**config.mk**
```make
export PLATFORM = sky130hd
export DESIGN_NAME = regstat_file_flat
export DESIGN_NICKNAME = d
export VERILOG_FILES = /design/src/rtl/regstat_if.sv /design/src/rtl/regstat_file.sv /design/src/flat_wrapper.sv
export SDC_FILE = /design/constraint.sdc
export NUM_CORES = 2
export LEC_CHECK = 0
export ABC_AREA = 1
export CAP_MARGIN = 20
export CELL_PAD_IN_SITES_DETAIL_PLACEMENT = 2
export CELL_PAD_IN_SITES_GLOBAL_PLACEMENT = 2
export CORE_MARGIN = 1
export CORE_UTILIZATION = 37
export DETAILED_ROUTE_END_ITERATION = 6
export PLACE_DENSITY_LB_ADDON = 0.05
export SYNTH_ARGS = -nofsm -noshare
export SYNTH_HDL_FRONTEND = slang
export SYNTH_SLANG_ARGS = --single-unit
```
**constraint.sdc**
```tcl
create_clock -name clk -period 3.7 [get_ports clk]
set_input_delay 0.555 -clock clk [delete_from_list [all_inputs] [get_ports clk]]
set_output_delay 0.555 -clock clk [all_outputs]
set_load 0.01 [all_outputs]
```
**src/rtl/regstat_if.sv**
```systemverilog
// Bundles the register-file read, rename, commit and flush signals between
// decode/issue, ROB commit and the register file.
interface regstat_if #(
  parameter int XLEN  = 32,
  parameter int NREG  = 32,
  parameter int TAG_W = 4,
  parameter int NRD   = 2
);
  localparam int AW = $clog2(NREG);
  localparam int CW = $clog2(NREG + 1);

  logic                  rdy;
  logic [NRD*AW-1:0]     rd_addr;
  logic [NRD*XLEN-1:0]   rd_data;
  logic [NRD-1:0]        rd_busy;
  logic [NRD*TAG_W-1:0]  rd_tag;
  logic                  ren_en;
  logic [AW-1:0]         ren_addr;
  logic [TAG_W-1:0]      ren_tag;
  logic                  cm_en;
  logic [AW-1:0]         cm_addr;
  logic [TAG_W-1:0]      cm_tag;
  logic [XLEN-1:0]       cm_data;
  logic                  flush;
  logic [CW-1:0]         busy_cnt;

  modport master (
    output rdy, rd_addr, ren_en, ren_addr, ren_tag,
           cm_en, cm_addr, cm_tag, cm_data, flush,
    input  rd_data, rd_busy, rd_tag, busy_cnt
  );

  modport slave (
    input  rdy, rd_addr, ren_en, ren_addr, ren_tag,
           cm_en, cm_addr, cm_tag, cm_data, flush,
    output rd_data, rd_busy, rd_tag, busy_cnt
  );
endinterface

```
**src/rtl/regstat_file.sv**
```systemverilog
// Architectural register file with per-register rename status (busy + ROB tag),
// combinational reads with same-cycle commit bypass, and flush of rename state.
module regstat_file #(
  parameter int XLEN  = 32,
  parameter int NREG  = 32,
  parameter int TAG_W = 4,
  parameter int NRD   = 2
) (
  input logic       clk,
  input logic       rst,
  regstat_if.slave  bus
);
  localparam int AW = $clog2(NREG);
  localparam int CW = $clog2(NREG + 1);

  logic [XLEN-1:0]  data_q [NREG];
  logic [TAG_W-1:0] tag_q  [NREG];
  logic [NREG-1:0]  busy_q;
  logic [CW-1:0]    cnt_q;
  logic [CW-1:0]    cnt_next;

  logic ren_ok;
  logic cm_ok;
  logic cm_match;
  logic cm_clear;
  logic cnt_inc;

  assign ren_ok   = bus.rdy && bus.ren_en && (bus.ren_addr != '0) && !bus.flush;
  assign cm_ok    = bus.rdy && bus.cm_en && (bus.cm_addr != '0);
  assign cm_match = cm_ok && busy_q[bus.cm_addr] && (tag_q[bus.cm_addr] == bus.cm_tag);
  // A rename to the same register keeps it busy under the new tag.
  assign cm_clear = cm_match && !(ren_ok && (bus.ren_addr == bus.cm_addr));
  assign cnt_inc  = ren_ok && !busy_q[bus.ren_addr];

  always_comb begin
    cnt_next = cnt_q;
    if (bus.flush) begin
      cnt_next = '0;
    end else if (cnt_inc && !cm_clear) begin
      cnt_next = cnt_q + CW'(1);
    end else if (!cnt_inc && cm_clear) begin
      cnt_next = cnt_q - CW'(1);
    end
  end

  always_ff @(posedge clk or negedge rst) begin
    if (!rst) begin
      for (int i = 0; i < NREG; i++) begin
        data_q[i] <= '0;
        tag_q[i]  <= '0;
      end
      busy_q <= '0;
      cnt_q  <= '0;
    end else if (bus.rdy) begin
      if (cm_ok) begin
        data_q[bus.cm_addr] <= bus.cm_data;
      end
      if (bus.flush) begin
        busy_q <= '0;
      end else begin
        if (cm_clear) begin
          busy_q[bus.cm_addr] <= 1'b0;
        end
        if (ren_ok) begin
          busy_q[bus.ren_addr] <= 1'b1;
          tag_q[bus.ren_addr]  <= bus.ren_tag;
        end
      end
      cnt_q <= cnt_next;
    end
  end

  assign bus.busy_cnt = cnt_q;

  // Reads see stored state plus the commit on the bus, regardless of rdy.
  for (genvar k = 0; k < NRD; k++) begin : g_rd
    logic [AW-1:0] a;
    logic          hit;
    logic          hit_match;

    assign a         = bus.rd_addr[k*AW +: AW];
    assign hit       = bus.cm_en && (bus.cm_addr == a);
    assign hit_match = hit && busy_q[a] && (tag_q[a] == bus.cm_tag);

    assign bus.rd_data[k*XLEN +: XLEN]   = (a == '0) ? '0 : (hit ? bus.cm_data : data_q[a]);
    assign bus.rd_busy[k]                = (a != '0) && busy_q[a] && !hit_match;
    assign bus.rd_tag[k*TAG_W +: TAG_W]  = (a == '0) ? '0 : tag_q[a];
  end
endmodule

```
**src/flat_wrapper.sv**
```systemverilog
// flat-port wrapper written by rule: the top's interface ports become plain ports
module regstat_file_flat 
#(
  parameter int XLEN  = 32,
  parameter int NREG  = 32,
  parameter int TAG_W = 4,
  parameter int NRD   = 2
)
  (clk, rst, bus_rdy, bus_rd_addr, bus_ren_en, bus_ren_addr, bus_ren_tag, bus_cm_en, bus_cm_addr, bus_cm_tag, bus_cm_data, bus_flush, bus_rd_data, bus_rd_busy, bus_rd_tag, bus_busy_cnt);
  regstat_if #(.XLEN(XLEN), .NREG(NREG), .TAG_W(TAG_W), .NRD(NRD)) bus_i ();
  input logic clk;
  input logic rst;
  input wire logic [$bits(bus_i.rdy)-1:0] bus_rdy;
  input wire logic [$bits(bus_i.rd_addr)-1:0] bus_rd_addr;
  input wire logic [$bits(bus_i.ren_en)-1:0] bus_ren_en;
  input wire logic [$bits(bus_i.ren_addr)-1:0] bus_ren_addr;
  input wire logic [$bits(bus_i.ren_tag)-1:0] bus_ren_tag;
  input wire logic [$bits(bus_i.cm_en)-1:0] bus_cm_en;
  input wire logic [$bits(bus_i.cm_addr)-1:0] bus_cm_addr;
  input wire logic [$bits(bus_i.cm_tag)-1:0] bus_cm_tag;
  input wire logic [$bits(bus_i.cm_data)-1:0] bus_cm_data;
  input wire logic [$bits(bus_i.flush)-1:0] bus_flush;
  output wire logic [$bits(bus_i.rd_data)-1:0] bus_rd_data;
  output wire logic [$bits(bus_i.rd_busy)-1:0] bus_rd_busy;
  output wire logic [$bits(bus_i.rd_tag)-1:0] bus_rd_tag;
  output wire logic [$bits(bus_i.busy_cnt)-1:0] bus_busy_cnt;
  assign bus_i.rdy = bus_rdy;
  assign bus_i.rd_addr = bus_rd_addr;
  assign bus_i.ren_en = bus_ren_en;
  assign bus_i.ren_addr = bus_ren_addr;
  assign bus_i.ren_tag = bus_ren_tag;
  assign bus_i.cm_en = bus_cm_en;
  assign bus_i.cm_addr = bus_cm_addr;
  assign bus_i.cm_tag = bus_cm_tag;
  assign bus_i.cm_data = bus_cm_data;
  assign bus_i.flush = bus_flush;
  assign bus_rd_data = bus_i.rd_data;
  assign bus_rd_busy = bus_i.rd_busy;
  assign bus_rd_tag = bus_i.rd_tag;
  assign bus_busy_cnt = bus_i.busy_cnt;
  regstat_file #(.XLEN(XLEN), .NREG(NREG), .TAG_W(TAG_W), .NRD(NRD)) u_core (.clk(clk), .rst(rst), .bus(bus_i));
endmodule
```
==> reports/metrics.cfg <==
[worst_setup_path]
cp.required_ns=3.14
end_kind=output pin
critPathLaunchType=input port
arrival_ns=3.23
crit_type=in2out
crit_fanout=13

[pwr]
combPwrFrac_pct=19.2
p_int_mw=26.0
p_leak_nw=36.2
netSwitchingFraction_pct=32.4
powerDensity_nw_per_um2=471
ir_drop_v=0.000396
p_clk_share_pct=39.6
total_power_mw=38.5
p_sw_mw=12.5
pwr-share-seq_pct=41.2

[yosys]
syn_avg_cell_area_um2=7.26
synth_top_area_share_pct=44.6
synth_area_leaders=dfrtp_1 (45%), o21ai_0 (20%), nand2_1 (10%)
netlist_area_um2=66800
synth_edf_count=0
ys_warn_count=0
synthCells=9200
synth.most_common_cell=o21ai_0
synth_common_cells=o21ai_0 (2692), nand2_1 (1848), dfrtp_1 (1190), nor2_1 (769), clkbuf_1 (675)
yosysSeqAreaShare_pct=44.6
ys_seq_elements=1190
yosysTopAreaCell=dfrtp_1
async_flop_share_pct=100
yosysUniqueCellTypes=43
synth_flop_cell=dfrtp_1
synth_nets=9271

[cells_and_area]
post-route-cell-area_um2=81600
n_fill_cell=20212
drive_gt1_share_pct=11.9
final-seq-area_um2=29800
multi_input_area_um2=32300
area_growth_pct=22.3
layout.nets=9422

[clock_tree]
worstSkewPairLatency_ns=0.81
cts.sinks=1190
root_buffer=clkbuf_16
cts_buffer_depth=3
cts_tree=yes
htree_levels=4
clkTransAtPathRegs_ns=0.06
cts_buffers=151

[sta]
max_slew.worst_pin.slew_ns=1.12
fin_hold_ws_ns=0.394
setup_viol=1
hold_viol_final=0
setup_slack_ns=-0.0866
rsz0062_at_grt=yes
fin_crit_sh_pct=102
min_period_ns=3.79
max_slew_margin_pct=25.3
clock.fmax_ghz=0.264
fin_worst_skew_ns=0.0306
slew_violations=0

[grt]
grt_pass1_vias=79698
grt_util_met3_pct=6.39
grt.total_usage_pct=40.3
antenna_found_initial=19
grt_use_met2_pct=64.2
grt_max_degree=94
grt_overflow=0
grtUsageMet1_pct=51.6
gr-max-usage-layer=met2
grt_pass1_wl_mm=547

[drt]
wl_per_cell_um=31.6
avgViaCountPerCell=6.37
routed_wl_mm=374
drt_iter0_drc=6913
num_vias=75356
first_pass_iters=7
ant_nets=0
drc=0

[placed_design]
hpwl_mm=230
detailed_place.area_um2=75300
port_buffers=145
routabilityCongestion=0.917
dp_worst_setup_slack_ns=-0.636

[floorplanning]
die_area_um2=182000
rows=155
die_y_um=427
ios=146
fp.dieW_um=427
initial_core_util_pct=37.3
core_um2=179000

[status]
failed_checks=setup timing
status=finished, violations left

[worst_hold_path]
min-delay-path-class=in2async

[run]
cap_violations=0

## metal layers
metal	routed length (µm)	part of all wire, %	vias to the layer above
li1	-	-	31739
met1	155000	41	39603
met2	172000	46	3056
met3	24900	6.7	954
met4	22200	5.9	4
met5	25	0.0067	-
## what timing repair did
| item | in CTS | in global routing |
|---|---|---|
| gates resized for setup | 127 | 108 |
| endpoints found under the setup margin | 64 | 48 |
| endpoints found under the hold margin | 59 | 0 |
| hold buffers | 1 | 0 |
| pin swaps | 13 | 18 |
| setup buffers | 10 | 3 |
| gates cloned | 11 | 9 |
## registers in the layout (all words and copies together), names as in the netlist
signal,cells
u_core.bus.busy_cnt,6
u_core.busy_q,32
u_core.data_q,1024
u_core.tag_q,128
## final cells by class
class / count / area share, %
inverters: 427 / 2.07
well taps: 2355 / 3.61
multi-input cells: 6691 / 39.6
flip-flops and latches: 1190 / 36.5
clock buffers: 227 / 5.47
clock inverters: 41 / 0.573
repair buffers: 890 / 12.2
diodes: 8 / 0.0245
## final timing paths
path	start	to	cells past startpoint	slack [ns]
max	bus_rd_addr[0]	bus_rd_data[15]	13	-0.09
min	rst	u_core.tag_q[106]	2	0.39
max reg2reg	u_core.tag_q[53]	u_core.bus.busy_cnt[5]	26	0.50
min reg2reg	u_core.data_q[1015]	u_core.data_q[1015]	0	0.40
max in group asynchronous	rst	u_core.data_q[528]	3	2.11
min in group clk	u_core.data_q[1015]	u_core.data_q[1015]	0	0.40
## kinds of logic (layout without fill, tap and decap cells)
logic type	count (synthesis)	after routing	synth area share [%]
AO/OA/AOI/OAI	3769	3769	30.3
AND/OR/NAND/NOR	2907	2907	17.0
buffers and inverters	1319	1585	7.80
flip-flops	1190	1190	44.6
XOR/XNOR	10	10	0.131
adder cells (fa/ha/maj)	5	5	0.105
other	0	8	0
## power groups by stage
stage	Sequential (mW)	Combinational, mW	Clock [mW]
5_1_grt	16.0	8.04	15.8
3_3_place_gp	15.9	6.66	0
2_1_floorplan	15.5	3.73	0
3_5_place_dp	16.0	7.03	0
4_1_cts	15.8	7.22	15.4
6_report	15.9	7.40	15.2
## through the flow
step / instances / setup TNS (ns) / utilization (%)
CTS: 11809 / -0.193 / 45.3
floorplan: 9200 / 0 / -
detailed placement: 11519 / -16.49 / 42.1
finish: 11829 / -0.0866 / 45.7
global route: 11823 / -0.125 / 45.7
global placement: 11519 / -13.20 / 42.1
## worst max-delay path, cell delays in order
cell and delay [ns]:
buf_8 0.15, buf_12 0.16, buf_12 0.15, bufbuf_16 0.30, buf_4 0.19, nor2_1 0.14, o21ai_0 0.10, o221ai_1 0.23
o21ai_0 0.16, buf_4 0.17, o211ai_1 0.54, a21oi_1 0.17, buf_2 0.18
## layout by cell type, fill, tap and decap left out, drive strengths merged, types with 29 or more instances in the layout
master and instances:
o211ai 104, nand3 247, a21oi 559, o21ai 2725, nand2 1852, clkdlybuf4s50 78
buf 742, nor2 773, clkinv 29, o221ai 213, clkbuf 239, o22ai 102
inv 428, dfrtp 1190
(Power assumes the default switching activity.)
